[src/rtl/axi_read_arbiter_if.sv]
// axi_read_arbiter_if: AXI3 read address/data channel bundle between the read arbiter and the bus
interface axi_read_arbiter_if;
    logic [3:0]  arid;
    logic [31:0] araddr;
    logic [3:0]  arlen;
    logic [2:0]  arsize;
    logic [1:0]  arburst;
    logic [1:0]  arlock;
    logic [3:0]  arcache;
    logic [2:0]  arprot;
    logic        arvalid;
    logic        arready;
    logic [3:0]  rid;
    logic [31:0] rdata;
    logic [1:0]  rresp;
    logic        rlast;
    logic        rvalid;
    logic        rready;
    modport master (
        output arid, araddr, arlen, arsize, arburst, arlock, arcache, arprot, arvalid, rready,
        input  arready, rid, rdata, rresp, rlast, rvalid
    );
    modport slave (
        input  arid, araddr, arlen, arsize, arburst, arlock, arcache, arprot, arvalid, rready,
        output arready, rid, rdata, rresp, rlast, rvalid
    );
endinterface

[src/rtl/axi_read_arbiter.sv]
// axi_read_arbiter: single-outstanding, single-beat AXI3 read arbiter; loads win over fetches, with a starvation guard
module axi_read_arbiter #(
    parameter logic [3:0] INST_ID      = 4'h0,
    parameter logic [3:0] DATA_ID      = 4'h1,
    parameter int         STARVE_LIMIT = 4
) (
    input  logic                      aclk,
    input  logic                      aresetn,
    input  logic                      inst_req,
    input  logic [31:0]               inst_addr,
    output logic                      inst_gnt,
    output logic                      inst_rvalid,
    output logic [31:0]               inst_rdata,
    input  logic                      data_req,
    input  logic [31:0]               data_addr,
    input  logic [1:0]                data_size,
    output logic                      data_gnt,
    output logic                      data_rvalid,
    output logic [31:0]               data_rdata,
    output logic                      rd_err,
    output logic                      busy,
    axi_read_arbiter_if.master        axi
);
    localparam logic [1:0] S_IDLE = 2'd0, S_AR = 2'd1, S_R = 2'd2;
    localparam int CW = $clog2(STARVE_LIMIT + 1);
    localparam logic [CW-1:0] LIMIT = CW'(STARVE_LIMIT);
    logic [1:0]    state;
    logic [CW-1:0] starve_cnt;
    logic          owner_data;
    logic [31:0]   rdata_q;
    logic          idle, done, unused_rid;
    assign idle        = state == S_IDLE;
    assign inst_gnt    = idle && inst_req && (!data_req || starve_cnt == LIMIT);
    assign data_gnt    = idle && data_req && !inst_gnt;
    assign done        = state == S_R && axi.rvalid && axi.rlast;
    assign busy        = !idle;
    assign axi.arvalid = state == S_AR;
    assign axi.rready  = state == S_R;
    assign axi.arlen   = 4'd0;
    assign axi.arburst = 2'b01;
    assign axi.arlock  = 2'b00;
    assign axi.arcache = 4'd0;
    assign axi.arprot  = 3'd0;
    assign inst_rdata  = rdata_q;
    assign data_rdata  = rdata_q;
    assign unused_rid  = ^axi.rid;
    always_ff @(posedge aclk or negedge aresetn)
        if (!aresetn) begin
            state       <= S_IDLE;
            starve_cnt  <= '0;
            owner_data  <= 1'b0;
            rdata_q     <= '0;
            inst_rvalid <= 1'b0;
            data_rvalid <= 1'b0;
            rd_err      <= 1'b0;
            axi.araddr  <= '0;
            axi.arid    <= '0;
            axi.arsize  <= '0;
        end else begin
            inst_rvalid <= done && !owner_data;
            data_rvalid <= done && owner_data;
            rd_err      <= done && axi.rresp != 2'b00;
            if (done) rdata_q <= axi.rdata;
            // Count only data wins that passed over a waiting fetch; any idle cycle without a fetch request restarts the count
            if (idle) starve_cnt <= inst_gnt || !inst_req ? '0 :
                                    data_gnt && starve_cnt != LIMIT ? starve_cnt + 1'b1 : starve_cnt;
            if (inst_gnt || data_gnt) begin
                axi.araddr <= inst_gnt ? inst_addr : data_addr;
                axi.arid   <= inst_gnt ? INST_ID : DATA_ID;
                axi.arsize <= inst_gnt ? 3'b010 : {1'b0, data_size};
                owner_data <= data_gnt;
            end
            state <= inst_gnt || data_gnt ? S_AR :
                     state == S_AR && axi.arready ? S_R :
                     done ? S_IDLE : state;
        end
endmodule
[src/flat_wrapper.sv]
// flat-port wrapper written by rule: the top's interface ports become plain ports
module axi_read_arbiter_flat 
#(
    parameter logic [3:0] INST_ID      = 4'h0,
    parameter logic [3:0] DATA_ID      = 4'h1,
    parameter int         STARVE_LIMIT = 4
)
  (aclk, aresetn, inst_req, inst_addr, inst_gnt, inst_rvalid, inst_rdata, data_req, data_addr, data_size, data_gnt, data_rvalid, data_rdata, rd_err, busy, axi_arid, axi_araddr, axi_arlen, axi_arsize, axi_arburst, axi_arlock, axi_arcache, axi_arprot, axi_arvalid, axi_rready, axi_arready, axi_rid, axi_rdata, axi_rresp, axi_rlast, axi_rvalid);
  axi_read_arbiter_if axi_i ();
  input  logic aclk;
  input  logic aresetn;
  input  logic inst_req;
  input  logic [31:0] inst_addr;
  output logic inst_gnt;
  output logic inst_rvalid;
  output logic [31:0] inst_rdata;
  input  logic data_req;
  input  logic [31:0] data_addr;
  input  logic [1:0] data_size;
  output logic data_gnt;
  output logic data_rvalid;
  output logic [31:0] data_rdata;
  output logic rd_err;
  output logic busy;
  output wire logic [$bits(axi_i.arid)-1:0] axi_arid;
  output wire logic [$bits(axi_i.araddr)-1:0] axi_araddr;
  output wire logic [$bits(axi_i.arlen)-1:0] axi_arlen;
  output wire logic [$bits(axi_i.arsize)-1:0] axi_arsize;
  output wire logic [$bits(axi_i.arburst)-1:0] axi_arburst;
  output wire logic [$bits(axi_i.arlock)-1:0] axi_arlock;
  output wire logic [$bits(axi_i.arcache)-1:0] axi_arcache;
  output wire logic [$bits(axi_i.arprot)-1:0] axi_arprot;
  output wire logic [$bits(axi_i.arvalid)-1:0] axi_arvalid;
  output wire logic [$bits(axi_i.rready)-1:0] axi_rready;
  input wire logic [$bits(axi_i.arready)-1:0] axi_arready;
  input wire logic [$bits(axi_i.rid)-1:0] axi_rid;
  input wire logic [$bits(axi_i.rdata)-1:0] axi_rdata;
  input wire logic [$bits(axi_i.rresp)-1:0] axi_rresp;
  input wire logic [$bits(axi_i.rlast)-1:0] axi_rlast;
  input wire logic [$bits(axi_i.rvalid)-1:0] axi_rvalid;
  assign axi_arid = axi_i.arid;
  assign axi_araddr = axi_i.araddr;
  assign axi_arlen = axi_i.arlen;
  assign axi_arsize = axi_i.arsize;
  assign axi_arburst = axi_i.arburst;
  assign axi_arlock = axi_i.arlock;
  assign axi_arcache = axi_i.arcache;
  assign axi_arprot = axi_i.arprot;
  assign axi_arvalid = axi_i.arvalid;
  assign axi_rready = axi_i.rready;
  assign axi_i.arready = axi_arready;
  assign axi_i.rid = axi_rid;
  assign axi_i.rdata = axi_rdata;
  assign axi_i.rresp = axi_rresp;
  assign axi_i.rlast = axi_rlast;
  assign axi_i.rvalid = axi_rvalid;
  axi_read_arbiter #(.INST_ID(INST_ID), .DATA_ID(DATA_ID), .STARVE_LIMIT(STARVE_LIMIT)) u_core (.aclk(aclk), .aresetn(aresetn), .inst_req(inst_req), .inst_addr(inst_addr), .inst_gnt(inst_gnt), .inst_rvalid(inst_rvalid), .inst_rdata(inst_rdata), .data_req(data_req), .data_addr(data_addr), .data_size(data_size), .data_gnt(data_gnt), .data_rvalid(data_rvalid), .data_rdata(data_rdata), .rd_err(rd_err), .busy(busy), .axi(axi_i));
endmodule
[config.mk]
export PLATFORM = sky130hd
export DESIGN_NAME = axi_read_arbiter_flat
export DESIGN_NICKNAME = d
export VERILOG_FILES = /design/src/rtl/axi_read_arbiter_if.sv /design/src/rtl/axi_read_arbiter.sv /design/src/flat_wrapper.sv
export SDC_FILE = /design/constraint.sdc
export NUM_CORES = 1
export LEC_CHECK = 0
export BUFFER_PORTS_ARGS = -buffer_cell sky130_fd_sc_hd__buf_2
export CAP_MARGIN = 20
export CORE_ASPECT_RATIO = 0.5
export CORE_UTILIZATION = 47
export DETAILED_ROUTE_END_ITERATION = 8
export PLACE_DENSITY_LB_ADDON = 0.3
export RECOVER_POWER = 100
export SYNTH_ARGS = -nofsm -noshare
export SYNTH_HDL_FRONTEND = slang
export SYNTH_SLANG_ARGS = --single-unit
[constraint.sdc]
create_clock -name aclk -period 2.75 [get_ports aclk]
set_clock_uncertainty 0.1 [all_clocks]
set_input_delay 0.55 -clock aclk [delete_from_list [all_inputs] [get_ports aclk]]
set_output_delay 0.55 -clock aclk [all_outputs]
set_load 0.005 [all_outputs]
==> results.ini <==
[finish]
diodes = 0
drive_gt1_frac = 0.4000
final_cell_mix = buf_2, dfrtp_1, clkbuf_1, inv_1, o21ai_0
final_common_cell = buf_2
n_fill_cell = 694
layout.nets = 644
syn_to_final_growth_pct = 25.65
fin_util = 0.6367

[routing]
drtIter0Drc = 196
wl_per_cell_um = 14.19
drc = 0
vias = 3218
ant_nets = 0
routed_wl_mm = 9.125
first_pass_iters = 4
viasPerCell = 5.005

[clock_tree]
holdBufCountCts = 0
cts_resized = 0
clkSinkCount = 76
cts_tree = built
clk_pin_slew_ps = 60
h-tree-depth = 3
numCtsBuffers = 9
clockBufferDepth = 2
cts-root-buf = clkbuf_16
post_cts_buffers = 0
clk_latency_ps = 330

[global_routing]
grt_start_max_net_pins = 48
grt_use_total = 0.2218
grt_pass1_wl_mm = 14.47
grt_overflow = 0
grt_pass1_vias = 2979
grt_antenna_before_repair = 0

[timing]
fin_ws_ps = 342.4
slew_violations = 0
rsz0062_at_grt = no
fin_crit_sh = 0.8755
max_freq_mhz = 415.4
setup_tns_ps = 0
hold_violations = 0
fin_hold_ws_ps = 350.9
setup_viol = 0
slew_headroom = 0.2237
period_needed_ps = 2408
tightest_slew_ps = 1164

[worst_setup_path]
critPathLaunchType = register
timing.rr.end = u_core.axi.araddr[15]
slowest_delay_ps = 730
worstPathArrival_ps = 2450
crit_start = u_core.state[1]
r2r_slack_ps = 340
cp_slowest_cell = clkbuf_1
critPathMostFrequentCell = clkbuf_1
critPathCaptureType = register
rr_startpoint = u_core.state[1]
crit_end = u_core.axi.araddr[15]
worstPathMaxFanout = 20
reg2reg_depth = 5
path_cells = clkbuf_1 -> nor3b_4 -> and2_4 -> clkbuf_1 -> o311ai_0
timing.setup.critical_path_class = reg -> reg
critical_path_required_ps = 2790

[synth]
synthXorXnorAreaFrac = 0
synth_fa_ha_area_frac = 0.006477
syn_inst = 354
netlist_area_mm2 = 0.003864
synth_top_family_by_area = buffers and inverters
synth_edf_count = 0
yosysSeqAreaShare = 0.4922
muxShareOfSynthArea = 0.09326
yosys_most_used_dff = dfrtp_1
ys_warn_count = 0
synthSimpleGateAreaFrac = 0.07545
synth_compound_area_frac = 0.1619
syn_avg_cell_area_um2 = 10.91
async_flop_share = 1.000
yosys_register_bits = 76
ys_types = 32

[floorplan]
dieArea_mm2 = 0.008609
fp.dieH_um = 66.11
die_w_um = 130.2
core_area_mm2 = 0.007625
io_pins = 237
row_count = 22
initial_core_util = 0.5067

[placed_design]
gp_congestion = 0.7780
place_ws_ps = 668.6
hpwl_mm = 6.649
numPortBuffers = 213

[run]
cap_violations = 0

[power]
p_leak_nw = 2.389
total_power_mw = 5.108
powerDensity_mw_per_mm2 = 1052
ir_drop_mv = 0.4072

[worst_hold_path]
hold_class = in -> reg

[status]
status = complete, no violations

metrics by stage:
step | instance area (um^2) | cells
floorplan | 3928 | 371
global placement | 4742 | 628
detailed placement | 4742 | 628
CTS | 5056 | 643
global route | 4855 | 643
finish | 4855 | 643
flip-flops by register name, summed over array words and instances, names as in the netlist:
| name | count |
|---|---|
| u_core.axi.arid | 1 |
| u_core.starve_cnt | 3 |
| u_core.state | 2 |
| u_core.owner_data | 1 |
| u_core.inst_rvalid | 1 |
| u_core.axi.araddr | 32 |
| u_core.data_rvalid | 1 |
| u_core.axi.arsize | 2 |
| u_core.rd_err | 1 |
| u_core.data_rdata | 32 |
layer usage:
layer | track usage | vias to the layer above | part of all wire
met2 | 0.3777 | 131 | 0.50
met5 | 0 | - | 0
met4 | 0.07994 | 0 | 0.012
li1 | - | 1524 | -
met3 | 0.04935 | 12 | 0.069
met1 | 0.2789 | 1551 | 0.42
layout make-up:
| class | count | area (um^2) | area share |
|---|---|---|---|
| sequential | 76 | 1902 | 0.3918 |
| multi-input combinational | 184 | 1323 | 0.2724 |
| timing repair buffer | 224 | 1046 | 0.2155 |
| clock buffer | 9 | 225.2 | 0.04639 |
| inverter | 36 | 135.1 | 0.02784 |
| tap | 108 | 135.1 | 0.02784 |
| clock inverter | 6 | 88.84 | 0.01830 |
worst max-delay path: cells and delay by family (launching register included):
kind	cells	cell delay, ps
AO/OA/AOI/OAI	1	270
AND/OR/NAND/NOR	2	510
buffers and inverters	2	940
flip-flops	1	390
power by group:
group          switching, mW  internal (mW)  total, mW  leakage (nW)
logic                  0.971          0.919       1.89          1.31
clock network          0.438          0.790       1.23         0.148
registers              0.326           1.66       1.99         0.927
Yosys cell counts, types with 13 or more instances:
cell type,instances,area share
dfrtp_1,76,0.49
buf_4,51,0.099
inv_1,36,0.035
o21ai_0,36,0.047
nand3_1,33,0.043
mux2_2,32,0.093
o311ai_1,16,0.036
clkbuf_1,14,0.014
o311ai_2,13,0.055
logic make-up after synthesis:
kind of cell | Yosys count
AOI/OAI and AO/OA | 77
adders and majority gates | 2
buffers and inverters | 111
DFF | 76
muxes | 32
other | 2
and+or+nand+nor | 54
worst min path at each step:
stage	from	to	slack, ps	cells after the start
after floorplan	aresetn	u_core.axi.araddr[0]	150	0
after global placement	u_core.axi.arid[0]	u_core.axi.arid[0]	360	1
after detailed placement	u_core.axi.arid[0]	u_core.axi.arid[0]	360	1
after CTS	aresetn	u_core.axi.araddr[0]	160	1
after global routing	axi_rdata[9]	u_core.data_rdata[9]	340	2
final	axi_rdata[25]	u_core.data_rdata[25]	350	2
Note: power is estimated with default switching activity, not from simulation.
